## config.mk

```make
export PLATFORM = sky130hd
export DESIGN_NAME = game_seg_display
export DESIGN_NICKNAME = d
export VERILOG_FILES = /design/src/rtl/game_seg_display.sv
export SDC_FILE = /design/constraint.sdc
export NUM_CORES = 1
export LEC_CHECK = 0
export BUFFER_PORTS_ARGS = -buffer_cell sky130_fd_sc_hd__buf_4
export CAP_MARGIN = 20
export CORE_MARGIN = 4
export CORE_UTILIZATION = 45
export CTS_BUF_LIST = sky130_fd_sc_hd__clkbuf_8
export DETAILED_ROUTE_END_ITERATION = 6
export MAX_ROUTING_LAYER = met4
export PLACE_DENSITY = 0.64
export SETUP_SLACK_MARGIN = 0.1
export SYNTH_ARGS = -nofsm -noshare
export SYNTH_HDL_FRONTEND = slang
export SYNTH_SLANG_ARGS = --single-unit
```

## constraint.sdc

```tcl
create_clock -name clk_d -period 2.9 [get_ports clk_d]
set_input_delay 0.145 -clock clk_d [delete_from_list [all_inputs] [get_ports clk_d]]
set_output_delay 0.145 -clock clk_d [all_outputs]
set_load 0.005 [all_outputs]
```

## src/rtl/game_seg_display.sv

```systemverilog
// Game timer and move-count display driver for an 8-digit multiplexed
// 7-segment display. Digits 7..4 show elapsed seconds (BCD, saturating at 9999),
// digits 1..0 show the move count, and digits 3..2 stay dark. The timer follows
// the game FSM: it is cleared while idle, counts while playing, and freezes
// after a win, when the move-count digits also blink.
module game_seg_display #(
  parameter int unsigned SEC_DIV  = 1_000_000,
  parameter int unsigned SCAN_DIV = 1000
) (
  input  logic       clk_d,
  input  logic       rst,
  input  logic [1:0] game_status,
  input  logic [5:0] step_number,
  output logic [7:0] seg_an,
  output logic [7:0] seg_out
);

  // Counter widths; guarded so degenerate divider values still elaborate.
  localparam int unsigned PreW     = (SEC_DIV > 1) ? $clog2(SEC_DIV) : 1;
  localparam int unsigned BlinkDiv = (SEC_DIV / 2 > 0) ? SEC_DIV / 2 : 1;
  localparam int unsigned BlinkW   = (BlinkDiv > 1) ? $clog2(BlinkDiv) : 1;
  localparam int unsigned ScanW    = (SCAN_DIV > 1) ? $clog2(SCAN_DIV) : 1;

  localparam logic [PreW-1:0]   PreMax   = PreW'(SEC_DIV - 1);
  localparam logic [BlinkW-1:0] BlinkMax = BlinkW'(BlinkDiv - 1);
  localparam logic [ScanW-1:0]  ScanMax  = ScanW'(SCAN_DIV - 1);

  localparam logic [15:0] SecSat = 16'h9999;
  localparam logic [7:0]  SegOff = 8'hFF;

  typedef enum logic [1:0] {
    StIdle = 2'd0,
    StRun  = 2'd1,
    StHold = 2'd2
  } state_e;

  state_e state_q, state_d;

  logic [PreW-1:0]   presc_q, presc_d;
  logic [15:0]       sec_q, sec_d;
  logic [BlinkW-1:0] blink_cnt_q, blink_cnt_d;
  logic              blink_q, blink_d;
  logic [ScanW-1:0]  scan_cnt_q, scan_cnt_d;
  logic [2:0]        digit_q, digit_d;
  logic [7:0]        seg_an_q, seg_an_d;
  logic [7:0]        seg_out_q, seg_out_d;

  logic [3:0]        step_tens, step_ones;
  logic [5:0]        step_base;
  logic [3:0]        digit_val;
  logic              digit_blank;

  // Four-digit BCD increment with decimal carry between nibbles.
  function automatic logic [15:0] bcd_inc(input logic [15:0] v);
    logic [15:0] r;
    logic        carry;
    r     = v;
    carry = 1'b1;
    for (int i = 0; i < 4; i++) begin
      if (carry) begin
        if (r[4*i +: 4] == 4'd9) begin
          r[4*i +: 4] = 4'd0;
        end else begin
          r[4*i +: 4] = r[4*i +: 4] + 4'd1;
          carry       = 1'b0;
        end
      end
    end
    return r;
  endfunction

  // Active-low segment pattern {dp,g,f,e,d,c,b,a}; dp always off.
  function automatic logic [7:0] seg_code(input logic [3:0] v);
    logic [7:0] c;
    case (v)
      4'd0:    c = 8'hC0;
      4'd1:    c = 8'hF9;
      4'd2:    c = 8'hA4;
      4'd3:    c = 8'hB0;
      4'd4:    c = 8'h99;
      4'd5:    c = 8'h92;
      4'd6:    c = 8'h82;
      4'd7:    c = 8'hF8;
      4'd8:    c = 8'h80;
      4'd9:    c = 8'h90;
      default: c = SegOff;
    endcase
    return c;
  endfunction

  // Timer state follows the game FSM status directly every cycle.
  always_comb begin
    state_d = StIdle;
    unique case (game_status)
      2'b01:   state_d = StRun;
      2'b11:   state_d = StHold;
      default: state_d = StIdle;
    endcase
  end

  // Prescaler and BCD seconds count; the count saturates but the prescaler keeps running.
  always_comb begin
    presc_d = presc_q;
    sec_d   = sec_q;
    case (state_q)
      StIdle: begin
        presc_d = '0;
        sec_d   = '0;
      end
      StRun: begin
        if (presc_q == PreMax) begin
          presc_d = '0;
          if (sec_q != SecSat) begin
            sec_d = bcd_inc(sec_q);
          end
        end else begin
          presc_d = presc_q + 1'b1;
        end
      end
      default: begin
        presc_d = presc_q;
        sec_d   = sec_q;
      end
    endcase
  end

  // Blink flag toggles every half second of HOLD; forced low otherwise.
  always_comb begin
    blink_cnt_d = '0;
    blink_d     = 1'b0;
    if (state_q == StHold) begin
      blink_d = blink_q;
      if (blink_cnt_q == BlinkMax) begin
        blink_cnt_d = '0;
        blink_d     = ~blink_q;
      end else begin
        blink_cnt_d = blink_cnt_q + 1'b1;
      end
    end
  end

  // Binary move count (0..63) to two BCD digits.
  always_comb begin
    step_tens = 4'd0;
    step_base = 6'd0;
    if (step_number >= 6'd60) begin
      step_tens = 4'd6;
      step_base = 6'd60;
    end else if (step_number >= 6'd50) begin
      step_tens = 4'd5;
      step_base = 6'd50;
    end else if (step_number >= 6'd40) begin
      step_tens = 4'd4;
      step_base = 6'd40;
    end else if (step_number >= 6'd30) begin
      step_tens = 4'd3;
      step_base = 6'd30;
    end else if (step_number >= 6'd20) begin
      step_tens = 4'd2;
      step_base = 6'd20;
    end else if (step_number >= 6'd10) begin
      step_tens = 4'd1;
      step_base = 6'd10;
    end
    step_ones = 4'(step_number - step_base);
  end

  // Scan timing: dwell SCAN_DIV cycles on each digit, index wraps 7->0.
  always_comb begin
    scan_cnt_d = scan_cnt_q + 1'b1;
    digit_d    = digit_q;
    if (scan_cnt_q == ScanMax) begin
      scan_cnt_d = '0;
      digit_d    = digit_q + 3'd1;
    end
  end

  // Select the value and blanking for the digit currently being scanned.
  always_comb begin
    digit_val   = 4'd0;
    digit_blank = 1'b0;
    case (digit_q)
      3'd7:    digit_val = sec_q[15:12];
      3'd6:    digit_val = sec_q[11:8];
      3'd5:    digit_val = sec_q[7:4];
      3'd4:    digit_val = sec_q[3:0];
      3'd1: begin
        digit_val   = step_tens;
        digit_blank = blink_q;
      end
      3'd0: begin
        digit_val   = step_ones;
        digit_blank = blink_q;
      end
      default: digit_blank = 1'b1;
    endcase
  end

  // Next registered anode/segment drive; one-hot-low anode guarantees a single lit digit.
  always_comb begin
    seg_an_d  = SegOff;
    seg_out_d = SegOff;
    if (!digit_blank) begin
      seg_an_d  = ~(8'b1 << digit_q);
      seg_out_d = seg_code(digit_val);
    end
  end

  // State register and all counters.
  always_ff @(posedge clk_d or negedge rst) begin
    if (!rst) begin
      state_q     <= StIdle;
      presc_q     <= '0;
      sec_q       <= '0;
      blink_cnt_q <= '0;
      blink_q     <= 1'b0;
      scan_cnt_q  <= '0;
      digit_q     <= 3'd0;
    end else begin
      state_q     <= state_d;
      presc_q     <= presc_d;
      sec_q       <= sec_d;
      blink_cnt_q <= blink_cnt_d;
      blink_q     <= blink_d;
      scan_cnt_q  <= scan_cnt_d;
      digit_q     <= digit_d;
    end
  end

  // Registered display outputs; dark while in reset.
  always_ff @(posedge clk_d or negedge rst) begin
    if (!rst) begin
      seg_an_q  <= SegOff;
      seg_out_q <= SegOff;
    end else begin
      seg_an_q  <= seg_an_d;
      seg_out_q <= seg_out_d;
    end
  end

  assign seg_an  = seg_an_q;
  assign seg_out = seg_out_q;

endmodule

```

==> run_results.csv <==
group,metric,value,unit
placed_design,gp_congestion,0.8021,
synthesis,yosys_warnings,0,
synthesis,synth_common_cells,"dfrtp_1 (71), nor2_1 (70), nand2_1 (38)",
clocking,cts_buffers,9,
clocking,clkTransAtPathRegs,0.10,ns
clocking,clock-sinks,86,
drt,drtIter0Drc,182,
floorplan,core.rowCount,37,
synthesis,synth_top_area_cell,"dfrtp_1",
clocking,clock_path_buffers,2,
sta,hold_viol,0,
power_and_ir_drop,peakVddDrop,0.2127,mV
clocking,root_buffer,"clkbuf_8",
critical_path,path_max_fanout,4,
synthesis,ys_top_cells_by_area,"dfrtp_1 (38%), dfstp_2 (8.4%), ha_1 (6.1%)",
sta,post-route-min-period,2.627,ns
outcome,status,"completed",
drt,drtAntennaViolNets,0,
synthesis,synth_top_flop_cell,"dfrtp_1",
synthesis,ys_ff_latch,86,
clocking,tritoncts,"done",
floorplan,die_x,110.4,um
sta,relSlewSlack,60.16,%
floorplan,core,0.01028,mm2
drt,vias,3675,
final_layout,syn_to_final_growth,13.77,%
synthesis,postSynth.asyncResetShare,100.0,%
synthesis,synth.distinct_cells,63,
final_layout,diodes,0,
global_routing,grt_pass1_wl,16640,um
synthesis,synth_cells,498,
critical_path,crit_arrival,2.90,ns
floorplan,die-area,0.01218,mm2
final_layout,nets,569,
sta,hold_slack,0.2857,ns
global_routing,grt_usage,17.53,%
synthesis,synth_edf_count,0,
clocking,insertion_delay,0.35,ns
placed_design,io_buffers,24,
synthesis,syn_area,0.004716,mm2
critical_path,crit_type,"reg2reg",
sta,finalCritPeriodShare,90.59,%
critical_path,start_kind,"flop",
global_routing,grt_max_degree,82,
synthesis,syn_area_per_cell,9.469,um2
sta,worstMarginPinSlew,0.5937,ns
synthesis,synth_seq_area_share,46.03,%
clocking,htreeDepth,3,
drt,viasPerCell,5.436,
sta,finClkSkew,0.01466,ns
final_layout,fill_cells,945,
sta,max_freq,380.6,MHz
drt,avgRoutedWirePerCell,14.07,um
drt,first_pass_iters,4,
power_and_ir_drop,p_per_area,445.0,mW/mm2
global_routing,antenna_found_initial,0,
job,drv_cap,0,
critical_path,critPathRequiredTime,3.18,ns
final_layout,finalCoreUtilization,52.20,%
drt,totalWireLength,9511,um
global_routing,grt-ovfl-total,0,
sta,rsz0062_at_grt,"no",
floorplan,pin_count,26,
min_path,hp-class,"in2async",
drt,drc,0,
synthesis,synth_most_common_cell,"dfrtp_1",
critical_path,crit_path_end_kind,"flop",
synthesis,synth.net_count,532,
sta,finalMaxSlewViolations,0,
sta,setup_viol,0,
placed_design,dpl.hpwl,6846,um
clocking,cts_setup_buffers,0,
final_layout,drive_gt1_share,16.85,%
floorplan,start_util,45.89,%
synthesis,synth_top_area_share,37.68,%
sta,fin_setup_tns,0,ns
power_and_ir_drop,leakagePower,2.333,nW
global_routing,grt_pass1_vias,3684,
floorplan,die_h,110.4,um
## where the power goes
group / internal (mW) / switching (mW)
clock network: 0.331 / 0.471
registers: 1.26 / 0.0319
logic: 0.136 / 0.159
## critical path, cell delays in order (launching register included)
cell      delay [ns]
dfrtp_1         0.40
ha_1            0.22
ha_1            0.20
a32o_1          0.21
a31oi_1         0.14
o221ai_1        0.23
inv_1           0.17
ha_1            0.25
or3b_2          0.46
a211oi_1        0.21
nor2_1          0.07
## registers in the layout, summed over array words and instances, names as in the netlist
signal and cells:
blink_cnt_q 19, seg_out 7, seg_an 8, state_q 2
digit_q 3, scan_cnt_q 10, sec_q 16, blink_q 1
presc_q 20
## metal layers
metal,vias up,global-route usage [%],routed length [um]
met5,-,-,0
li1,1822,-,-
met1,1777,21.54,4377
met4,0,5.717,95
met2,66,30.03,4738
met3,10,2.271,300
## cell usage in the layout (no fill, tap or decap), drive strengths merged, types with 22 or more instances in the layout
cell type  Yosys  layout
nor2          70      70
inv           19      22
buf            7      42
nand2         39      39
xor2          23      23
ha            23      23
nand3         25      25
o21ai         25      25
dfrtp         71      71
## final timing paths
| path | start | endpoint | slack [ns] | depth (start not counted) |
|---|---|---|---|---|
| setup / recovery | digit_q[0] | seg_out[3] | 0.27 | 10 |
| hold / removal | rst | scan_cnt_q[9] | 0.29 | 2 |
| setup reg to reg | digit_q[0] | seg_out[3] | 0.27 | 10 |
| hold reg to reg | scan_cnt_q[0] | scan_cnt_q[0] | 0.46 | 1 |
| max in group asynchronous | rst | seg_out[4] | 1.99 | 3 |
| min in group clk_d | scan_cnt_q[0] | scan_cnt_q[0] | 0.46 | 1 |
## cells by family after synthesis
family,synth area share (%)
buffers and inverters,3.237
other,0.07952
adder cells (fa/ha/maj),6.527
AND/OR/NAND/NOR,24.06
flip-flops,46.03
AO/OA/AOI/OAI,11.41
multiplexers,1.592
XOR/XNOR,7.058
## what timing repair did
item                                   CTS  global route
hold buffers                             3             0
endpoints found under the hold margin   31             0
setup endpoints to repair                0             1
gates resized for setup                  0             1
## stage by stage
| stage | cells | setup WS, ns | area, um2 | total power, mW |
|---|---|---|---|---|
| after detailed placement | 656 | 0.06586 | 5124 | 1.605 |
| after CTS | 675 | 0.2685 | 5343 | 2.419 |
| after global routing | 676 | 0.1465 | 5365 | 2.521 |
| after floorplan | 498 | 0.1754 | 4721 | 1.471 |
| final | 676 | 0.2729 | 5365 | 2.388 |
| after global placement | 656 | 0.1635 | 5124 | 1.596 |
## area by class of cell
cell class / count / area (um2) / share of cell area [%]
Tap cell: 136 / 170.2 / 3.172
Clock buffer: 9 / 123.9 / 2.309
Timing Repair Buffer: 45 / 357.8 / 6.670
Clock inverter: 7 / 65.06 / 1.213
Multi-Input combinational cell: 374 / 2406 / 44.85
Inverter: 19 / 71.32 / 1.329
Sequential cell: 86 / 2171 / 40.46
(Power assumes the default switching activity.)
